--- config.mk ---
export PLATFORM = sky130hd
export DESIGN_NAME = class_hvec_seq
export DESIGN_NICKNAME = d
export VERILOG_FILES = /design/src/rtl/class_hvec_seq.sv
export SDC_FILE = /design/constraint.sdc
export NUM_CORES = 1
export LEC_CHECK = 0
export BUFFER_PORTS_ARGS = -buffer_cell sky130_fd_sc_hd__buf_2
export CORE_MARGIN = 2
export CORE_UTILIZATION = 45
export DETAILED_ROUTE_END_ITERATION = 10
export PLACE_DENSITY = 0.87
export SYNTH_ARGS = -nofsm -noshare
export SYNTH_HDL_FRONTEND = slang
export SYNTH_SLANG_ARGS = --single-unit
--- constraint.sdc ---
create_clock -name clk -period 3 [get_ports clk]
set_input_delay 0.15 -clock clk [delete_from_list [all_inputs] [get_ports clk]]
set_output_delay 0.15 -clock clk [all_outputs]
set_load 0.02 [all_outputs]
--- src/rtl/class_hvec_seq.sv ---
// Sequencer for the class hypervector ROM: walks (class, chunk) addresses,
// captures each ROM chunk into a one-entry output register and streams it out.
module class_hvec_seq #(
  parameter int DI_PARALLEL_W_BITS = 64,
  parameter int N_CLASSES          = 8,
  parameter int N_FRAMES           = 3,
  parameter int ID_W               = 3,
  parameter int IDX_W              = 2
) (
  input  logic                          clk,
  input  logic                          rst_n,
  input  logic                          start_i,
  input  logic                          abort_i,
  input  logic                          cfg_single_i,
  input  logic [ID_W-1:0]               cfg_class_i,
  output logic [ID_W-1:0]               frame_id_o,
  output logic [IDX_W-1:0]              frame_index_o,
  input  logic [DI_PARALLEL_W_BITS-1:0] class_vec_i,
  output logic                          m_valid_o,
  input  logic                          m_ready_i,
  output logic [DI_PARALLEL_W_BITS-1:0] m_data_o,
  output logic [ID_W-1:0]               m_class_o,
  output logic [IDX_W-1:0]              m_index_o,
  output logic                          m_last_frame_o,
  output logic                          m_last_o,
  output logic                          busy_o,
  output logic                          done_o,
  output logic                          err_o
);

  typedef enum logic [1:0] {IDLE, RUN, DRAIN} state_t;

  localparam logic [ID_W-1:0]  LAST_CLASS = ID_W'(N_CLASSES - 1);
  localparam logic [IDX_W-1:0] LAST_FRAME = IDX_W'(N_FRAMES - 1);

  state_t                          state_q, state_d;
  logic [ID_W-1:0]                 id_q, id_d;
  logic [IDX_W-1:0]                idx_q, idx_d;
  logic [ID_W-1:0]                 last_id_q, last_id_d;
  logic                            valid_q, valid_d;
  logic [DI_PARALLEL_W_BITS-1:0]   data_q, data_d;
  logic [ID_W-1:0]                 cls_q, cls_d;
  logic [IDX_W-1:0]                ind_q, ind_d;
  logic                            last_frame_q, last_frame_d;
  logic                            last_q, last_d;
  logic                            busy_q, busy_d;
  logic                            done_q, done_d;
  logic                            err_q, err_d;

  logic load;
  logic at_final;

  always_comb begin
    state_d      = state_q;
    id_d         = id_q;
    idx_d        = idx_q;
    last_id_d    = last_id_q;
    valid_d      = valid_q;
    data_d       = data_q;
    cls_d        = cls_q;
    ind_d        = ind_q;
    last_frame_d = last_frame_q;
    last_d       = last_q;
    done_d       = 1'b0;
    err_d        = 1'b0;
    load         = !valid_q || m_ready_i;
    at_final     = (idx_q == LAST_FRAME) && (id_q == last_id_q);

    if (abort_i) begin
      // Abort wins over everything, including a beat accepted this cycle.
      state_d = IDLE;
      valid_d = 1'b0;
      id_d    = '0;
      idx_d   = '0;
    end else begin
      case (state_q)
        IDLE: begin
          id_d  = '0;
          idx_d = '0;
          if (start_i) begin
            if (cfg_single_i && (32'(cfg_class_i) >= N_CLASSES)) begin
              err_d = 1'b1;
            end else begin
              state_d   = RUN;
              id_d      = cfg_single_i ? cfg_class_i : '0;
              last_id_d = cfg_single_i ? cfg_class_i : LAST_CLASS;
            end
          end
        end
        RUN: begin
          if (load) begin
            valid_d      = 1'b1;
            data_d       = class_vec_i;
            cls_d        = id_q;
            ind_d        = idx_q;
            last_frame_d = (idx_q == LAST_FRAME);
            last_d       = at_final;
            if (at_final) begin
              state_d = DRAIN;
            end else if (idx_q == LAST_FRAME) begin
              idx_d = '0;
              id_d  = id_q + ID_W'(1);
            end else begin
              idx_d = idx_q + IDX_W'(1);
            end
          end
        end
        DRAIN: begin
          if (valid_q && m_ready_i) begin
            valid_d = 1'b0;
            done_d  = 1'b1;
            state_d = IDLE;
            id_d    = '0;
            idx_d   = '0;
          end
        end
        default: state_d = IDLE;
      endcase
    end

    busy_d = (state_d != IDLE);
  end

  always_ff @(posedge clk or negedge rst_n) begin
    if (!rst_n) begin
      state_q      <= IDLE;
      id_q         <= '0;
      idx_q        <= '0;
      last_id_q    <= '0;
      valid_q      <= 1'b0;
      data_q       <= '0;
      cls_q        <= '0;
      ind_q        <= '0;
      last_frame_q <= 1'b0;
      last_q       <= 1'b0;
      busy_q       <= 1'b0;
      done_q       <= 1'b0;
      err_q        <= 1'b0;
    end else begin
      state_q      <= state_d;
      id_q         <= id_d;
      idx_q        <= idx_d;
      last_id_q    <= last_id_d;
      valid_q      <= valid_d;
      data_q       <= data_d;
      cls_q        <= cls_d;
      ind_q        <= ind_d;
      last_frame_q <= last_frame_d;
      last_q       <= last_d;
      busy_q       <= busy_d;
      done_q       <= done_d;
      err_q        <= err_d;
    end
  end

  assign frame_id_o     = id_q;
  assign frame_index_o  = idx_q;
  assign m_valid_o      = valid_q;
  assign m_data_o       = data_q;
  assign m_class_o      = cls_q;
  assign m_index_o      = ind_q;
  assign m_last_frame_o = last_frame_q;
  assign m_last_o       = last_q;
  assign busy_o         = busy_q;
  assign done_o         = done_q;
  assign err_o          = err_q;

endmodule

# [After elaboration in Yosys (flattened, before gate mapping)]
# Cells that the tools add are included.
[op_classes] reduce_logical=13 n_eq_ne=8 add_sub_neg=2 bitwise=1 n_mux=28
[ops] cell="3-bit two-way mux" count=8
[ops] cell="2-bit two-way mux" count=10
[ops] cell="3-bit inequality test, second input constant" count=4
[ops] cell="2-bit one-hot mux with 3 select lines" count=2
[ops] cell="3-bit one-hot mux with 3 select lines" count=1
[ops] cell="3-bit AND reduction" count=3
[ops] cell="1-bit two-way mux" count=6
[ops] cell="5-bit AND reduction" count=1
[ops] cell="2-bit equality test, second input constant" count=2
[ops] cell="4-bit AND reduction" count=1
[ops] cell="4-bit nonzero test" count=1
[ops] cell="3-bit by 1-bit adder with 3-bit output, second input constant" count=1
[ops] cell="3-bit equality test" count=1
[ops] cell="3-bit nonzero test" count=1
[ops] cell="2-bit by 1-bit adder with 2-bit output, second input constant" count=1
[ops] cell="2-bit by 1-bit equality test with 1-bit output, second input constant" count=1
[ops] cell="1-bit logical AND" count=2
[ops] cell="2-bit logical NOT" count=1
[ops] cell="1-bit one-hot mux with 2 select lines" count=1
[ops] cell="2-bit nonzero test" count=1
[ops] cell="1-bit logical NOT" count=1
[ops] cell="1-bit logical OR" count=1
[ops] cell="1-bit NOT" count=1
[word_totals] input_bits=73 reg_bits=84 elab_cells=64 output_inout_bits=80

# [Logic depth before layout (Yosys ltp)]
[logic_depth] depth_word=7 ltp_mapped=7 depth_no_buf=6

# [Worst setup path after synthesis]
# No wires, ideal clock.
[synth_path] kind="reg2reg" startpoint="register state_q[1]" endpoint="register data_q[19] (netlist: m_data_o[19])" path_stages_with_launch=7 period_less_slack_ps=1574 n_path_buf=1 path_slack_ps=1426 setup_ps=125 arrival_time_ps=1449 required_ps=2875 path_cell_list="dfrtp_1 -> inv_1 -> ha_1 -> nand2_1 -> nor2_4 -> buf_6 -> mux2_2"
[synth_via] elab_chain_len=2
[synth_lines] element="start: declaration" line_no="36" rtl="state_t state_q, state_d;"
[synth_lines] element="start signal: assignment" line_no="140" rtl="state_q <= state_d;"
[synth_lines] element="2-bit by 1-bit equality test with 1-bit output" line_no="76" rtl="case (state_q)"
[synth_lines] element="3-bit AND reduction (no line)"
[synth_lines] element="end signal: assignment" line_no="145" rtl="data_q <= data_d;"
[synth_lines] element="end: declaration" line_no="41" rtl="logic [DI_PARALLEL_W_BITS-1:0] data_q, data_d;"
# No other way between the ends.
# A chain may end at the register's enable or synchronous reset.

# [Final worst setup path]
[layout_path] startpoint="register state_q[1]" endpoint="register data_q[37] (netlist: m_data_o[37])"
# Same word-level chain as after synthesis.

==> implementation parameters <==
Parameter                              Value

STA
  Setup Total Neg Slack ... 0 ns
  Fmax ... roughly 440 MHz
  Max-slew headroom at the worst pin ... 31.9%
  Max Clock Skew ... just under 0.006 ns
  Setup repair after global routing missed its margin ... false
  Worst hold slack ... -0.0293 ns
  Worst Max-Slew Pin Slew ... slightly above 1 ns
  Final number of hold-violating endpoints ... 25
  Share of the clock period used by the worst path ... about 75%
  PnR worst setup slack ... about 0.75 ns
  Number of endpoints failing setup at the final stage ... 0
  Max Transition Viols Final ... 0
  Final min period ... between 2 and 2.5 ns

Synthesis
  Post-synthesis instance total ... ~240
  Count of cell types in the netlist ... 42
  Yosys Warn Count ... 0
  Nets in the synthesized netlist ... around 320
  Average cell area after synthesis ... roughly 15 sq um
  XOR/XNOR share of the synthesized area ... 1.17%
  Post-synthesis adder-cell area fraction ... around 1.8%
  Proportion of synthesized area in mux cells ... between 20 and 25%
  Synth Register Bits ... between 80 and 90
  Netlist area before placement ... 3530 sq um
  Sequential fraction of the synthesis area ... between 50 and 60%
  Dominant combinational cell family by area after synthesis ... multiplexers
  Synth Area in Compound Gates ... about 6%
  Fraction of the mapped netlist area in simple logic gates ... 5.18%

Floorplanning
  Total die area ... approximately 8600 sq um
  Die Wd ... 92.5 microns
  Standard-cell rows ... 32
  I/O pins ... 153
  Area of the core ... ~7600 sq um
  Starting density of the core ... ~46%
  Die Y ... around 93 microns

Run status
  Violated checks ... hold timing
  Run status ... finished with violations

Placement
  Final RePlAce weighted congestion ... between 0.7 and 0.8
  Post-Place Cell Area ... about 4300 sq um
  Count of input and output buffers ... roughly 150
  Placed cell count ... between 400 and 500
  HPWL after detailed placement ... around 5500 microns
  Setup WS pre-CTS ... 0.773 ns

Worst hold path
  Worst hold path type ... in -> async

Drt
  Final wirelength ... between 7000 and 8000 microns
  Count of antenna-violating nets left after detailed routing ... 0
  Mean number of vias per cell ... 5.00
  Remaining routing DRC violations ... 0
  Pre-antenna DRT Iters ... 4
  Routed wirelength normalized by instance count ... approximately 15 microns
  Via count of the routed design ... 2489
  Violation count after the first detailed-routing iteration ... 61

Clocking
  Cell at the root of the clock tree ... sky130_fd_sc_hd__clkbuf_8
  CTS Buffer Depth ... 2
  Resize count post-CTS ... 0
  Number of setup buffers added after CTS ... 0
  Number of buffers inserted during clock tree synthesis ... 9
  Number of levels the H-tree was split into ... 3
  Post-CTS Hold Buffers ... 0
  CTS tree ... yes
  Clock Latency Late Sink ... 0.35 ns
  Clk sinks ... 84
  Register clock-pin slew on the reported worst setup and hold paths ... ~0.09 ns

Power
  Switching portion of total power ... 34.6%
  Power per standard cell area ... between 800 and 900 nW/um^2
  Sequential fraction of design power ... about 43%
  Maximum VDD drop ... 394 uV
  Leakage ... between 2 and 2.5 nW
  Sw power ... between 1 and 1.5 mW
  Internal Pwr Total ... 2.48 mW
  Part of the total power dissipated in the clock network ... between 20% and 30%
  Portion of total power attributed to combinational logic ... around 33%

Cells and area
  Area occupied by multi-input gates ... around 1300 sq um
  Most frequent standard cell in the layout excluding fill and tap cells ... sky130_fd_sc_hd__buf_2
  Register area ... 2100 sq um
  Final Instance Area ... 4560 sq um
  Post-layout utilization of the core ... between 50% and 60%
  Non-Filler Instances ... around 500
  Share of post-route cells with drive strength above 1 ... between 50% and 60%
  Number of fill cells in the layout ... 630
  Leading cell types in the layout, fill and taps excluded ... sky130_fd_sc_hd__buf_2, sky130_fd_sc_hd__dfrtp_1, sky130_fd_sc_hd__mux2_2
  Area Overhead vs Synth ... 29.4%
  Number of diodes ... 0
  Number of nets in the layout ... approximately 470

Setup path
  WP data required ... around 3.2 ns
  R2R Setup Slk ... between 0.7 and 0.8 ns
  Cells along the critical path ... inv_1 > ha_1 > nand2_1 > nor2_4 > buf_12 > mux2_2
  Largest fanout on the critical path ... 63
  CP Capture Type ... register
  Stage delay of the slowest cell on the critical path ... around 0.42 ns
  Critical Path Slowest Stage Cell ... sky130_fd_sc_hd__dfrtp_1
  Type of the setup path with the least slack ... reg -> reg
  Worst Path Arrival ... 2.48 ns
  Category of the worst setup path launch point ... register

GRT
  Total routing usage reported by global routing ... roughly 18%
  Residual overflow from global routing ... 0
  First-pass GRT wire length ... about 12000 microns
  Number of antenna violations at the first check in global routing ... 0
  Number of global-route vias before repair ... ~2500
  Largest net degree at the start of global routing ... 85

Job
  Reported max-cap violation count ... 0
-- worst paths after layout --
| path | from | end | cells past startpoint |
|---|---|---|---|
| setup / recovery | state_q[1] | m_data_o[37] | 6 |
| hold / removal | rst_n | m_data_o[25] | 1 |
| setup reg to reg | state_q[1] | m_data_o[37] | 6 |
| hold reg to reg | m_data_o[18] | m_data_o[18] | 1 |
| max in group asynchronous | rst_n | frame_index_o[0] | 1 |
| min in group clk | class_vec_i[25] | m_data_o[25] | 2 |
-- state kept, by name, summed over array words and instances (netlist names) --
name and count:
frame_index_o 2, busy_o 1, m_class_o 3, m_data_o 64, frame_id_o 3, done_o 1, m_last_frame_o 1, state_q 2
m_valid_o 1, last_id_q 3, m_last_o 1, m_index_o 2
-- metrics by stage --
stage               total power, mW  hold slack [ns]
finish                         3.79          -0.0293
global route                   4.00          0.00182
CTS                            3.84          0.00417
detailed placement             2.94            0.381
global placement               2.88            0.370
floorplan                      2.44           -0.146
-- synth_stat cells (all sizes together) --
library cell | instances | area share, %
clkbuf | 1 | 0.11
conb | 1 | 0.11
a2bb2oi | 1 | 0.25
o32ai | 2 | 0.71
and2 | 1 | 0.18
nor3 | 1 | 0.14
a21o | 2 | 0.43
o21bai | 1 | 0.21
nor2b | 4 | 0.71
ha | 5 | 1.8
a21boi | 1 | 0.21
and2b | 1 | 0.21
buf | 9 | 2.6
dfrtp | 84 | 60
nor2 | 5 | 0.75
a31oi | 3 | 0.53
nor3b | 1 | 0.21
o311ai | 2 | 0.50
o22ai | 1 | 0.35
mux2 | 71 | 23
o31ai | 2 | 0.57
nor4b | 1 | 0.43
nand3b | 1 | 0.21
nand2b | 4 | 0.71
o2bb2ai | 1 | 0.25
inv | 6 | 0.64
and3b | 2 | 0.50
a32o | 1 | 0.28
a211oi | 4 | 0.85
or4 | 1 | 0.21
or3 | 1 | 0.18
a21oi | 4 | 0.57
nand2 | 7 | 0.75
xor2 | 3 | 1.2
o21ai | 3 | 0.43
-- critical path, delay by kind of cell (launching register included) --
| kind | cells | cell delay (ns) |
|---|---|---|
| buf+inv | 2 | 0.43 |
| mux | 1 | 0.39 |
| flops | 1 | 0.42 |
| fa+ha+maj | 1 | 0.42 |
| simple gates | 2 | 0.44 |
-- per-layer routing --
layer / vias to the layer above / wire [microns] / global-route usage, % / part of all wire, %
li1: 1151 / - / - / -
met1: 1216 / 2960 / 21.3 / 40
met2: 107 / 3750 / 30.1 / 50
met3: 15 / 591 / 4.88 / 7.9
met4: 0 / 176 / 8.58 / 2.4
met5: - / 0 / 0 / 0
-- cell type report --
| cell class | instances | share of cell area, % |
|---|---|---|
| clock buffer | 11 | 3.10 |
| clock inverter | 5 | 1.84 |
| inverter | 6 | 0.494 |
| multi-input combinational | 138 | 28.6 |
| sequential | 84 | 46.1 |
| tap | 102 | 2.80 |
| timing repair buffer | 152 | 17.1 |
-- kinds of logic (layout without fill, tap and decap cells) --
logic type / after synthesis / in the layout
buffers and inverters: 16 / 174
and+or+nand+nor: 30 / 30
xor gates and xnor gates: 3 / 3
AOI/OAI and AO/OA: 28 / 28
muxes: 71 / 71
other: 1 / 1
adders and majority gates: 5 / 5
DFF: 84 / 84
-- power by group through the flow --
stage | logic, mW | clock network [mW] | registers [mW]
after CTS | 1.28 | 0.924 | 1.64
final | 1.26 | 0.896 | 1.63
after global routing | 1.35 | 0.967 | 1.68
after floorplan | 0.394 | 0 | 2.05
after detailed placement | 1.28 | 0 | 1.66
after global placement | 1.24 | 0 | 1.64
Power figures use the tool's default switching activity.
